==> config.mk <==
export PLATFORM = sky130hd
export DESIGN_NAME = trigger_array
export DESIGN_NICKNAME = d
export VERILOG_FILES = /design/src/rtl/trigger_array_pkg.sv /design/src/rtl/trigger_array_lane.sv /design/src/rtl/trigger_array.sv
export SDC_FILE = /design/constraint.sdc
export NUM_CORES = 1
export LEC_CHECK = 0
export CAP_MARGIN = 30
export CORE_MARGIN = 5
export CORE_UTILIZATION = 25
export DETAILED_ROUTE_END_ITERATION = 10
export PLACE_DENSITY_LB_ADDON = 0.05
export SETUP_SLACK_MARGIN = 0.05
export SLEW_MARGIN = 20
export SYNTH_ARGS = -nofsm -noshare
export SYNTH_HDL_FRONTEND = slang
export SYNTH_SLANG_ARGS = --single-unit
==> constraint.sdc <==
create_clock -name ap_clk -period 7.7 [get_ports ap_clk]
set_clock_uncertainty 0.15 [all_clocks]
set_input_delay 2.31 -clock ap_clk [delete_from_list [all_inputs] [get_ports ap_clk]]
set_output_delay 2.31 -clock ap_clk [all_outputs]
set_load 0.05 [all_outputs]
==> src/rtl/trigger_array_pkg.sv <==
// Shared types and return codes for the multi-lane actor trigger.
// Lane FSM states, lane modes and the 32-bit HLS actor return codes live here.
package trigger_array_pkg;

  typedef enum logic [3:0] {
    IDLE_STATE  = 4'd0,
    LAUNCH      = 4'd1,
    CHECK       = 4'd2,
    SLEEP       = 4'd3,
    SYNC_LAUNCH = 4'd4,
    SYNC_CHECK  = 4'd5,
    SYNC_WAIT   = 4'd6,
    SYNC_EXEC   = 4'd7
  } state_t;

  typedef enum logic [1:0] {
    ACTOR_TRIGGER  = 2'd0,
    INPUT_TRIGGER  = 2'd1,
    OUTPUT_TRIGGER = 2'd2
  } mode_t;

  // Any other return value is treated as "not executed".
  localparam logic [31:0] IDLE     = 32'd0;
  localparam logic [31:0] WAIT     = 32'd1;
  localparam logic [31:0] TEST     = 32'd2;
  localparam logic [31:0] EXECUTED = 32'd3;

  // States in which the actor is running and its done/return are meaningful.
  function automatic logic is_issue_state(input logic [3:0] s);
    return (s == LAUNCH) || (s == CHECK) || (s == SYNC_LAUNCH) || (s == SYNC_CHECK);
  endfunction

endpackage

==> src/rtl/trigger_array_lane.sv <==
// One lane of the trigger array: the per-actor scheduling FSM plus its
// sleep-retry timer. Consensus bits come from the array and are shared.
module trigger_lane
  import trigger_array_pkg::*;
#(
  parameter int SLEEP_TIMEOUT = 0
) (
  input  logic        clk,
  input  logic        rst_n,
  input  logic [1:0]  mode,
  input  logic        run_start,
  input  logic        all_sleep,
  input  logic        all_sync,
  input  logic        all_sync_wait,
  input  logic        done,
  input  logic [31:0] ret,
  input  logic        enqueue,
  output logic [3:0]  state,
  output logic        start
);

  localparam int TW = (SLEEP_TIMEOUT > 1) ? $clog2(SLEEP_TIMEOUT) : 1;
  localparam logic [TW-1:0] TIMER_LAST = (SLEEP_TIMEOUT > 0) ? TW'(SLEEP_TIMEOUT - 1) : '0;

  state_t         state_q;
  state_t         state_d;
  logic [TW-1:0]  timer_q;
  mode_t          lane_mode;
  logic           is_actor;
  logic           progress;
  logic           timed_out;

  assign lane_mode = mode_t'(mode);
  assign is_actor  = (lane_mode == ACTOR_TRIGGER);
  assign progress  = (ret == EXECUTED) || (ret == TEST) || enqueue;
  assign timed_out = (SLEEP_TIMEOUT > 0) && (timer_q == TIMER_LAST);

  always_ff @(posedge clk or negedge rst_n) begin
    if (!rst_n) begin
      state_q <= IDLE_STATE;
      timer_q <= '0;
    end else begin
      state_q <= state_d;
      // Counts cycles spent in SLEEP; entering SLEEP always sees zero.
      if (state_q == SLEEP) timer_q <= timer_q + 1'b1;
      else                  timer_q <= '0;
    end
  end

  always_comb begin
    state_d = state_q;
    case (state_q)
      IDLE_STATE: begin
        if (run_start) state_d = (lane_mode == OUTPUT_TRIGGER) ? SLEEP : LAUNCH;
      end
      LAUNCH, CHECK: begin
        if (!done)         state_d = CHECK;
        else if (progress) state_d = is_actor ? LAUNCH : SLEEP;
        else               state_d = is_actor ? SLEEP : IDLE_STATE;
      end
      SLEEP: begin
        // Consensus has priority over a timeout in the same cycle.
        if (all_sleep)      state_d = is_actor ? SYNC_LAUNCH : LAUNCH;
        else if (timed_out) state_d = LAUNCH;
      end
      SYNC_LAUNCH, SYNC_CHECK: begin
        if (!done)                  state_d = SYNC_CHECK;
        else if (ret == EXECUTED)   state_d = SYNC_EXEC;
        else if (ret == TEST)       state_d = SYNC_LAUNCH;
        else                        state_d = SYNC_WAIT;
      end
      SYNC_WAIT: begin
        if (all_sync) state_d = all_sync_wait ? IDLE_STATE : LAUNCH;
      end
      SYNC_EXEC: begin
        if (all_sync) state_d = LAUNCH;
      end
      default: state_d = IDLE_STATE;
    endcase
  end

  assign state = state_q;
  assign start = (state_q == LAUNCH) || (state_q == SYNC_LAUNCH);

endmodule

==> src/rtl/trigger_array.sv <==
// Multi-lane actor trigger: one ap_start/ap_done run drives NUM_LANES lane
// FSMs that agree on sleep/sync through internally reduced consensus.
module trigger_array
  import trigger_array_pkg::*;
#(
  parameter int                     NUM_LANES     = 4,
  parameter logic [2*NUM_LANES-1:0] LANE_MODES    = '0,
  parameter int                     SLEEP_TIMEOUT = 0,
  parameter int                     CNT_W         = 32
) (
  input  logic                    ap_clk,
  input  logic                    ap_rst_n,
  input  logic                    ap_start,
  output logic                    ap_done,
  output logic                    ap_ready,
  output logic                    ap_idle,
  input  logic [NUM_LANES-1:0]    external_enqueue,
  input  logic [32*NUM_LANES-1:0] actor_return,
  input  logic [NUM_LANES-1:0]    actor_done,
  input  logic [NUM_LANES-1:0]    actor_idle,
  output logic [NUM_LANES-1:0]    actor_start,
  output logic [4*NUM_LANES-1:0]  lane_state,
  output logic [CNT_W-1:0]        exec_count
);

  localparam int IW = $clog2(NUM_LANES + 1);
  localparam int SW = ((CNT_W > IW) ? CNT_W : IW) + 1;
  localparam logic [SW-1:0] CNT_MAX = SW'({CNT_W{1'b1}});

  logic           running_q;
  logic           done_q;
  logic           start_accept;
  logic           all_sleep;
  logic           all_sync;
  logic           all_sync_wait;
  logic           all_idle;
  logic [IW-1:0]  exec_inc;
  logic [SW-1:0]  exec_sum;
  logic [CNT_W-1:0] exec_count_q;
  logic           unused_actor_idle;

  // Handshake: ap_start is taken only while ap_idle is high (no run active);
  // the run ends with a single registered ap_done/ap_ready pulse, and ap_idle
  // rises on that same cycle so a new ap_start may follow immediately.
  assign start_accept = ap_start && !running_q;

  for (genvar i = 0; i < NUM_LANES; i++) begin : g_lane
    trigger_lane #(
      .SLEEP_TIMEOUT(SLEEP_TIMEOUT)
    ) u_lane (
      .clk          (ap_clk),
      .rst_n        (ap_rst_n),
      .mode         (LANE_MODES[2*i +: 2]),
      .run_start    (start_accept),
      .all_sleep    (all_sleep),
      .all_sync     (all_sync),
      .all_sync_wait(all_sync_wait),
      .done         (actor_done[i]),
      .ret          (actor_return[32*i +: 32]),
      .enqueue      (external_enqueue[i]),
      .state        (lane_state[4*i +: 4]),
      .start        (actor_start[i])
    );
  end

  // Consensus and executed-return count, all from registered lane states.
  always_comb begin
    all_sleep     = 1'b1;
    all_sync      = 1'b1;
    all_sync_wait = 1'b1;
    all_idle      = 1'b1;
    exec_inc      = '0;
    for (int i = 0; i < NUM_LANES; i++) begin
      if (!((lane_state[4*i +: 4] == SLEEP) || (lane_state[4*i +: 4] == IDLE_STATE)))
        all_sleep = 1'b0;
      if (!((lane_state[4*i +: 4] == SYNC_WAIT) || (lane_state[4*i +: 4] == SYNC_EXEC) ||
            (lane_state[4*i +: 4] == IDLE_STATE)))
        all_sync = 1'b0;
      if (!((lane_state[4*i +: 4] == SYNC_WAIT) || (lane_state[4*i +: 4] == IDLE_STATE)))
        all_sync_wait = 1'b0;
      if (lane_state[4*i +: 4] != IDLE_STATE)
        all_idle = 1'b0;
      if (actor_done[i] && (actor_return[32*i +: 32] == EXECUTED) &&
          is_issue_state(lane_state[4*i +: 4]))
        exec_inc = exec_inc + IW'(1);
    end
  end

  assign exec_sum = SW'(exec_count_q) + SW'(exec_inc);

  always_ff @(posedge ap_clk or negedge ap_rst_n) begin
    if (!ap_rst_n) begin
      running_q    <= 1'b0;
      done_q       <= 1'b0;
      exec_count_q <= '0;
    end else begin
      done_q <= running_q && all_idle;
      if (start_accept)               running_q <= 1'b1;
      else if (running_q && all_idle) running_q <= 1'b0;

      if (start_accept)             exec_count_q <= '0;
      else if (exec_sum > CNT_MAX)  exec_count_q <= '1;
      else                          exec_count_q <= exec_sum[CNT_W-1:0];
    end
  end

  // actor_idle is observational only; it does not influence scheduling.
  assign unused_actor_idle = ^actor_idle;

  assign ap_done    = done_q;
  assign ap_ready   = done_q;
  assign ap_idle    = !running_q;
  assign exec_count = exec_count_q;

endmodule

== Yosys cells after proc, flatten, opt, wreduce, memory -nomap -nowiden ==
Cells that the tools add are included.

* Register bits: 50
* Word-level logic and storage cells: 189
* Input port bits: 143
* Output and inout port bits: 55

* Eq/ne operators: 52
* Magnitude comparators: 1
* Reductions and logical operators: 72
* Mux-type cells: 53
* $add $sub $neg: 4

{| class="wikitable"
|+ Operators with widths
! cell !! number
|-
| 32-bit by 2-bit == test with 1-bit output, second input constant || 8
|-
| 4-bit case mux with 6 select lines || 4
|-
| 4-bit by 3-bit == test with 1-bit output, second input constant || 16
|-
| 32-bit two-way mux || 2
|-
| 4-bit two-way mux || 16
|-
| 1-bit logical OR || 40
|-
| 32-bit by 3-bit adder with 33-bit output || 1
|-
| 33-bit by 32-bit > comparator with 1-bit output, second input constant || 1
|-
| 4-bit by 2-bit == test with 1-bit output, second input constant || 8
|-
| 2-bit != test, second input constant || 12
|-
| 1-bit two-way mux || 20
|-
| 4-bit by 1-bit == test with 1-bit output, second input constant || 4
|-
| 4-bit logical NOT || 4
|-
| 2-bit two-way mux || 8
|-
| 4-bit AND reduction || 4
|-
| 4-bit nonzero test || 4
|-
| 2-bit OR reduction || 8
|-
| 1-bit logical AND || 10
|-
| 3-bit by 1-bit adder with 3-bit output, second input constant || 3
|-
| 3-bit two-way mux || 3
|-
| 2-bit by 1-bit != test with 1-bit output, second input constant || 4
|-
| 2-bit nonzero test || 1
|-
| 1-bit logical NOT || 1
|}

== Logic depth before layout (Yosys ltp) ==
* Depth after elaboration: 16
* Gate-level depth with buffers: 20
* Gate-level depth less buffers: 17

== Modules after synthesis ==
Synthesis repeated with hierarchy kept, for this count alone.

* Cell total of the unflattened synthesis: 483
* Area total of the unflattened synthesis: 4057.6 µm²

{| class="wikitable"
|+ Modules (own cells, without submodules)
! module !! cells an instance !! instances !! area an instance (µm²) !! sequential area each (µm²)
|-
| trigger_array || 275 || 1 || 2413.6 || 850.8
|-
| trigger_lane at g_lane[1].u_lane ... || 49 || 3 || 399.1 || 75.1
|-
| trigger_lane at g_lane[0].u_lane || 61 || 1 || 446.7 || 75.1
|}

== Least setup slack after synthesis ==
No wires, ideal clock.

* Path kind: input -> register
* From: in actor_return[17]
* To: reg exec_count_q[7] (netlist: exec_count[7])
* Slack: 1.546 ns
* Stages on the path: 17
* Setup time: 0.136 ns
* Arrival: 5.868 ns
* Required time: 7.414 ns
* Buffers on the path: 3
* Path through: nor4b_1 > nand4_1 > nor3_1 > and4_1 > ha_1 > xor2_1 > ha_1 > mux2_2 > fa_1 > a21o_1 > and4_1 > buf_2 > and2_0 > buf_2 > nand3_2 > buf_2 > a21oi_1

* Longest elaborated chain between the ends: 14

{| class="wikitable"
|+ RTL lines
! what !! line !! RTL
|-
| from (decl) || trigger_array.sv:18 || <nowiki>input logic [32*NUM_LANES-1:0] actor_return,</nowiki>
|-
| 32-bit by 2-bit == test with 1-bit output (*) || trigger_array.sv:83 || <nowiki>if (actor_done[i] && (actor_return[32*i +: 32] == EXECUTED) &&</nowiki>
|-
| 1-bit logical AND (*) (2 in series) || trigger_array.sv:83 ||
|-
| 1-bit two-way mux (*) || trigger_array.sv:83 ||
|-
| 3-bit by 1-bit adder with 3-bit output || trigger_array.sv:85 || <nowiki>exec_inc = exec_inc + IW'(1);</nowiki>
|-
| 3-bit two-way mux (*) || trigger_array.sv:83 ||
|-
| 3-bit by 1-bit adder with 3-bit output || trigger_array.sv:85 ||
|-
| 3-bit two-way mux (*) || trigger_array.sv:83 ||
|-
| 3-bit by 1-bit adder with 3-bit output || trigger_array.sv:85 ||
|-
| 3-bit two-way mux (*) || trigger_array.sv:83 ||
|-
| 32-bit by 3-bit adder with 33-bit output (*) || trigger_array.sv:89 || <nowiki>assign exec_sum = SW'(exec_count_q) + SW'(exec_inc);</nowiki>
|-
| 33-bit by 32-bit > comparator with 1-bit output || trigger_array.sv:102 || <nowiki>else if (exec_sum > CNT_MAX) exec_count_q <= '1;</nowiki>
|-
| 32-bit two-way mux (*) || trigger_array.sv:102 ||
|-
| 32-bit two-way mux (*) || trigger_array.sv:101 || <nowiki>if (start_accept) exec_count_q <= '0;</nowiki>
|-
| to (signal assigned) || trigger_array.sv:103 || <nowiki>else exec_count_q <= exec_sum[CNT_W-1:0];</nowiki>
|-
| to (decl) || trigger_array.sv:39 || <nowiki>logic [CNT_W-1:0] exec_count_q;</nowiki>
|}

Mark *: on every way between the ends. The rest lies on a longest branch, timed or not.
A chain may end at the register's enable or synchronous reset.

== Worst setup path in the final report ==
* From: in actor_return[17]
* To: reg exec_count_q[14] (netlist: exec_count[14])

Same word-level chain as after synthesis.

==> impl_metrics.yaml <==
floorplanning:
  ios: 198
  floorplan.rows: 43
  fp.dieH_um: 128
  starting_density: 0.252
  floorplan.core_area_sq_um: 13700
  design.die.area_sq_um: 16300
  die_w_um: 128
pwr:
  power_report.internal_total_uw: 710
  power.ir.vdd_worst_mv: 0.105
  power.clock.fraction: 0.173
  p_per_area_nw_per_um2: 236
  comb_power_share: 0.523
  power.sequential.fraction: 0.304
  leakage_nw: 2.17
  sw_frac_of_total: 0.463
  net-switching-power_uw: 611
synthesis:
  sequential_element_share_of_the_synthesized_area: 0.333
  yosysUniqueCellTypes: 60
  postSynth.topFlopCell: "sky130_fd_sc_hd__dfrtp_1"
  synth_warnings: 0
  synth_top_area_frac: 0.333
  netlist_top_cells_area: "sky130_fd_sc_hd__dfrtp_1, sky130_fd_sc_hd__a21oi_1, sky130_fd_sc_hd__xor2_1"
  postSynthRegisterBits: 46
  yosysTopAreaCell: "sky130_fd_sc_hd__dfrtp_1"
  synth_most_common_cell: "sky130_fd_sc_hd__dfrtp_1"
  synth-edff-count: 0
  synth.avg_cell_area_sq_um: 8.40
  synth_area_sq_um: 3450
  ys_top_cells_by_count: "sky130_fd_sc_hd__dfrtp_1, sky130_fd_sc_hd__a21oi_1, sky130_fd_sc_hd__nor4_1"
  synth_async_reset_ratio: 1.00
  gate_count_after_technology_mapping: 411
job:
  drv_cap: 0
setup_path:
  crit_cells: 16
  crit-reg2reg-capture: "exec_count[14]$_DFF_PN0_"
  crit_arrival_ns: 6.75
  critical-path-top-delay-family: "simple AND/OR/NAND/NOR gates"
  worst_r2r_path_depth: 15
  crit_path_max_fanout: 20
  worst-endpoint-required_ns: 7.70
  timing.critical_path.cells: "clkdlybuf4s50_1 > nor4b_1 > nand4_1 > nor3_1 > and4_1 > ha_1 > xor2_1 > ha_1 > mux2_2 > fa_1 > a21o_1 > and4_1 > and2_0 > nand3_2 > buf_4 > a21oi_1"
  timing.critical_path.slowest_stage_cell: "sky130_fd_sc_hd__fa_1"
  reg2reg_from: "g_lane[1].u_lane.state[2]$_DFFE_PN0P_"
  slowest_delay_ns: 0.45
  critPathCaptureType: "flip-flop"
  timing.reg2reg.setup_slack_ns: 3.09
  cp-start-kind: "input pin"
  critPathKind: "input pin to flip-flop"
  critPathBufInv: 2
global_route:
  grt.total_usage: 0.142
  grt_first_pass_wirelength_mm: 19.2
  antenna_found_initial: 0
  vias_in_the_first_global_route: 3840
  grt_max_degree: 47
  grt-ovfl-total: 0
clocking:
  clock_sink_count: 46
  cts-htree-levels: 2
  post_cts.resized_instances: 0
  worst_setup_hold_path_clk_slew_ns: 0.07
  cts_root_buf: "sky130_fd_sc_hd__clkbuf_16"
  tritoncts: "yes"
  cts_setup_buffers: 0
  cts_buffers: 5
  cts-root-to-sink-buffers: 2
  clk-insertion-delay-late_ns: 0.29
  cts_hold_buffers: 0
layout:
  post_synthesis_to_final_layout_area_growth_pct: 62.1
  num-fill-cells: 1378
  nets_final: 734
  drive_above_1_share: 0.0411
  finalCoreUtilization: 0.408
  diodes: 0
worst_hold_path:
  hp-class: "flip-flop to flip-flop"
  timing.hold.worst_path_depth: 1
  min_delay_worst_endpoint: "exec_count[31]$_DFF_PN0_"
  hold_path_startpoint: "exec_count[30]$_DFF_PN0_"
timing:
  final-max-slew-violation-count: 0
  rsz_0062_raised_after_global_routing: "no"
  tightest_slew_ns: 0.722
  timing.final.setup_violations: 0
  fmax_mhz: 148
  post_route_clock_period_utilization: 0.876
  maxSlewHeadroom: 0.514
  finalHoldViolations: 0
  final.min_clock_period_ns: 6.74
  tns_ns: 0
  worst_hold_slack_ns: 0.368
route:
  dr.first_iter.drc_count: 161
  routed_wirelength_mm: 11.9
  detail_route.vias_per_cell: 4.88
  route.antenna.remaining_nets: 0
  detailroute.via_count: 3732
  drtPass1Iterations: 4
  drc_errors: 0
  wl_per_cell_um: 15.6
run_status:
  run_status: "completed"
placed_design:
  dp_hpwl_mm: 9.15
  placement.io_buffers: 189
  gpl.final_weighted_congestion: 0.795
-- cells in the final DEF (no fill, tap or decap), types with 4 or more instances in the layout --
cell type | netlist | layout
sky130_fd_sc_hd__xnor2_1 | 17 | 17
sky130_fd_sc_hd__nand4_1 | 20 | 20
sky130_fd_sc_hd__nand2_1 | 25 | 25
sky130_fd_sc_hd__nor4_1 | 26 | 26
sky130_fd_sc_hd__nor3_1 | 12 | 12
sky130_fd_sc_hd__and2_1 | 4 | 4
sky130_fd_sc_hd__and4_1 | 7 | 7
sky130_fd_sc_hd__and3_1 | 10 | 10
sky130_fd_sc_hd__nand3_1 | 12 | 12
sky130_fd_sc_hd__a21oi_1 | 43 | 43
sky130_fd_sc_hd__o21ai_0 | 11 | 11
sky130_fd_sc_hd__inv_1 | 15 | 15
sky130_fd_sc_hd__conb_1 | 1 | 4
sky130_fd_sc_hd__nor4b_1 | 5 | 5
sky130_fd_sc_hd__nor2b_1 | 5 | 4
sky130_fd_sc_hd__or3_1 | 4 | 4
sky130_fd_sc_hd__dfrtp_1 | 46 | 46
sky130_fd_sc_hd__clkbuf_16 | 0 | 5
sky130_fd_sc_hd__xor2_1 | 22 | 22
sky130_fd_sc_hd__ha_1 | 7 | 7
sky130_fd_sc_hd__buf_4 | 9 | 5
sky130_fd_sc_hd__clkdlybuf4s50_1 | 0 | 188
sky130_fd_sc_hd__nor2_1 | 24 | 24
sky130_fd_sc_hd__a31oi_1 | 6 | 6
-- state kept, by name, summed over array words and instances, names as in the netlist --
register / count
g_lane.u_lane.state: 12
running_q: 1
ap_done: 1
exec_count: 32
-- through the flow --
stage | setup slack [ns] | instance area [sq um] | instances | total power, mW
after floorplan | 1.55 | 3460 | 414 | 0.881
after global routing | 0.632 | 5600 | 764 | 1.41
final | 0.956 | 5600 | 764 | 1.32
after global placement | 0.524 | 5450 | 756 | 1.10
after CTS | 0.806 | 5600 | 764 | 1.34
after detailed placement | 0.504 | 5450 | 756 | 1.10
-- metal layers --
metal / global-route usage / vias to the layer above / share of wire
met1: 0.177 / 1738 / 0.42
met2: 0.248 / 112 / 0.50
met5: 0 / - / 0
li1: - / 1868 / -
met3: 0.0334 / 14 / 0.063
met4: 0.0341 / 0 / 0.014
-- area by class of cell --
class / instances / area, sq um / area share
multi-input combinational: 321 / 2090 / 0.373
clock buffer: 5 / 125 / 0.0224
timing repair buffer: 194 / 1920 / 0.344
sequential: 46 / 1150 / 0.206
clock inverter: 3 / 25.0 / 0.00447
tap: 180 / 225 / 0.0403
inverter: 15 / 56.3 / 0.0101
-- cells by family (layout without fill, tap and decap cells) --
group	count (synthesis)	in the layout	synth area share
AND/OR/NAND/NOR	171	171	0.282
AO/OA/AOI/OAI	94	94	0.173
buffers and inverters	47	217	0.0656
flip-flops	46	46	0.333
XOR/XNOR	39	39	0.0989
adder cells (fa/ha/maj)	10	10	0.0370
multiplexers	3	3	0.00906
other	1	4	0.00109
-- worst max path at each step --
stage	start	to
after global routing	actor_return[17]	exec_count[27]$_DFF_PN0_
after global placement	actor_return[17]	exec_count[27]$_DFF_PN0_
after floorplan	actor_return[17]	exec_count[7]$_DFF_PN0_
after CTS	actor_return[17]	exec_count[17]$_DFF_PN0_
after detailed placement	actor_return[17]	exec_count[17]$_DFF_PN0_
final	actor_return[17]	exec_count[14]$_DFF_PN0_
-- power by group through the flow --
stage	combinational (mW)	sequential, mW	clock, mW
6_report	0.691	0.402	0.229
5_1_grt	0.748	0.416	0.249
4_1_cts	0.697	0.401	0.238
3_5_place_dp	0.694	0.406	0
3_3_place_gp	0.693	0.406	0
2_1_floorplan	0.448	0.434	0
Note: power is estimated with default switching activity, not from simulation.
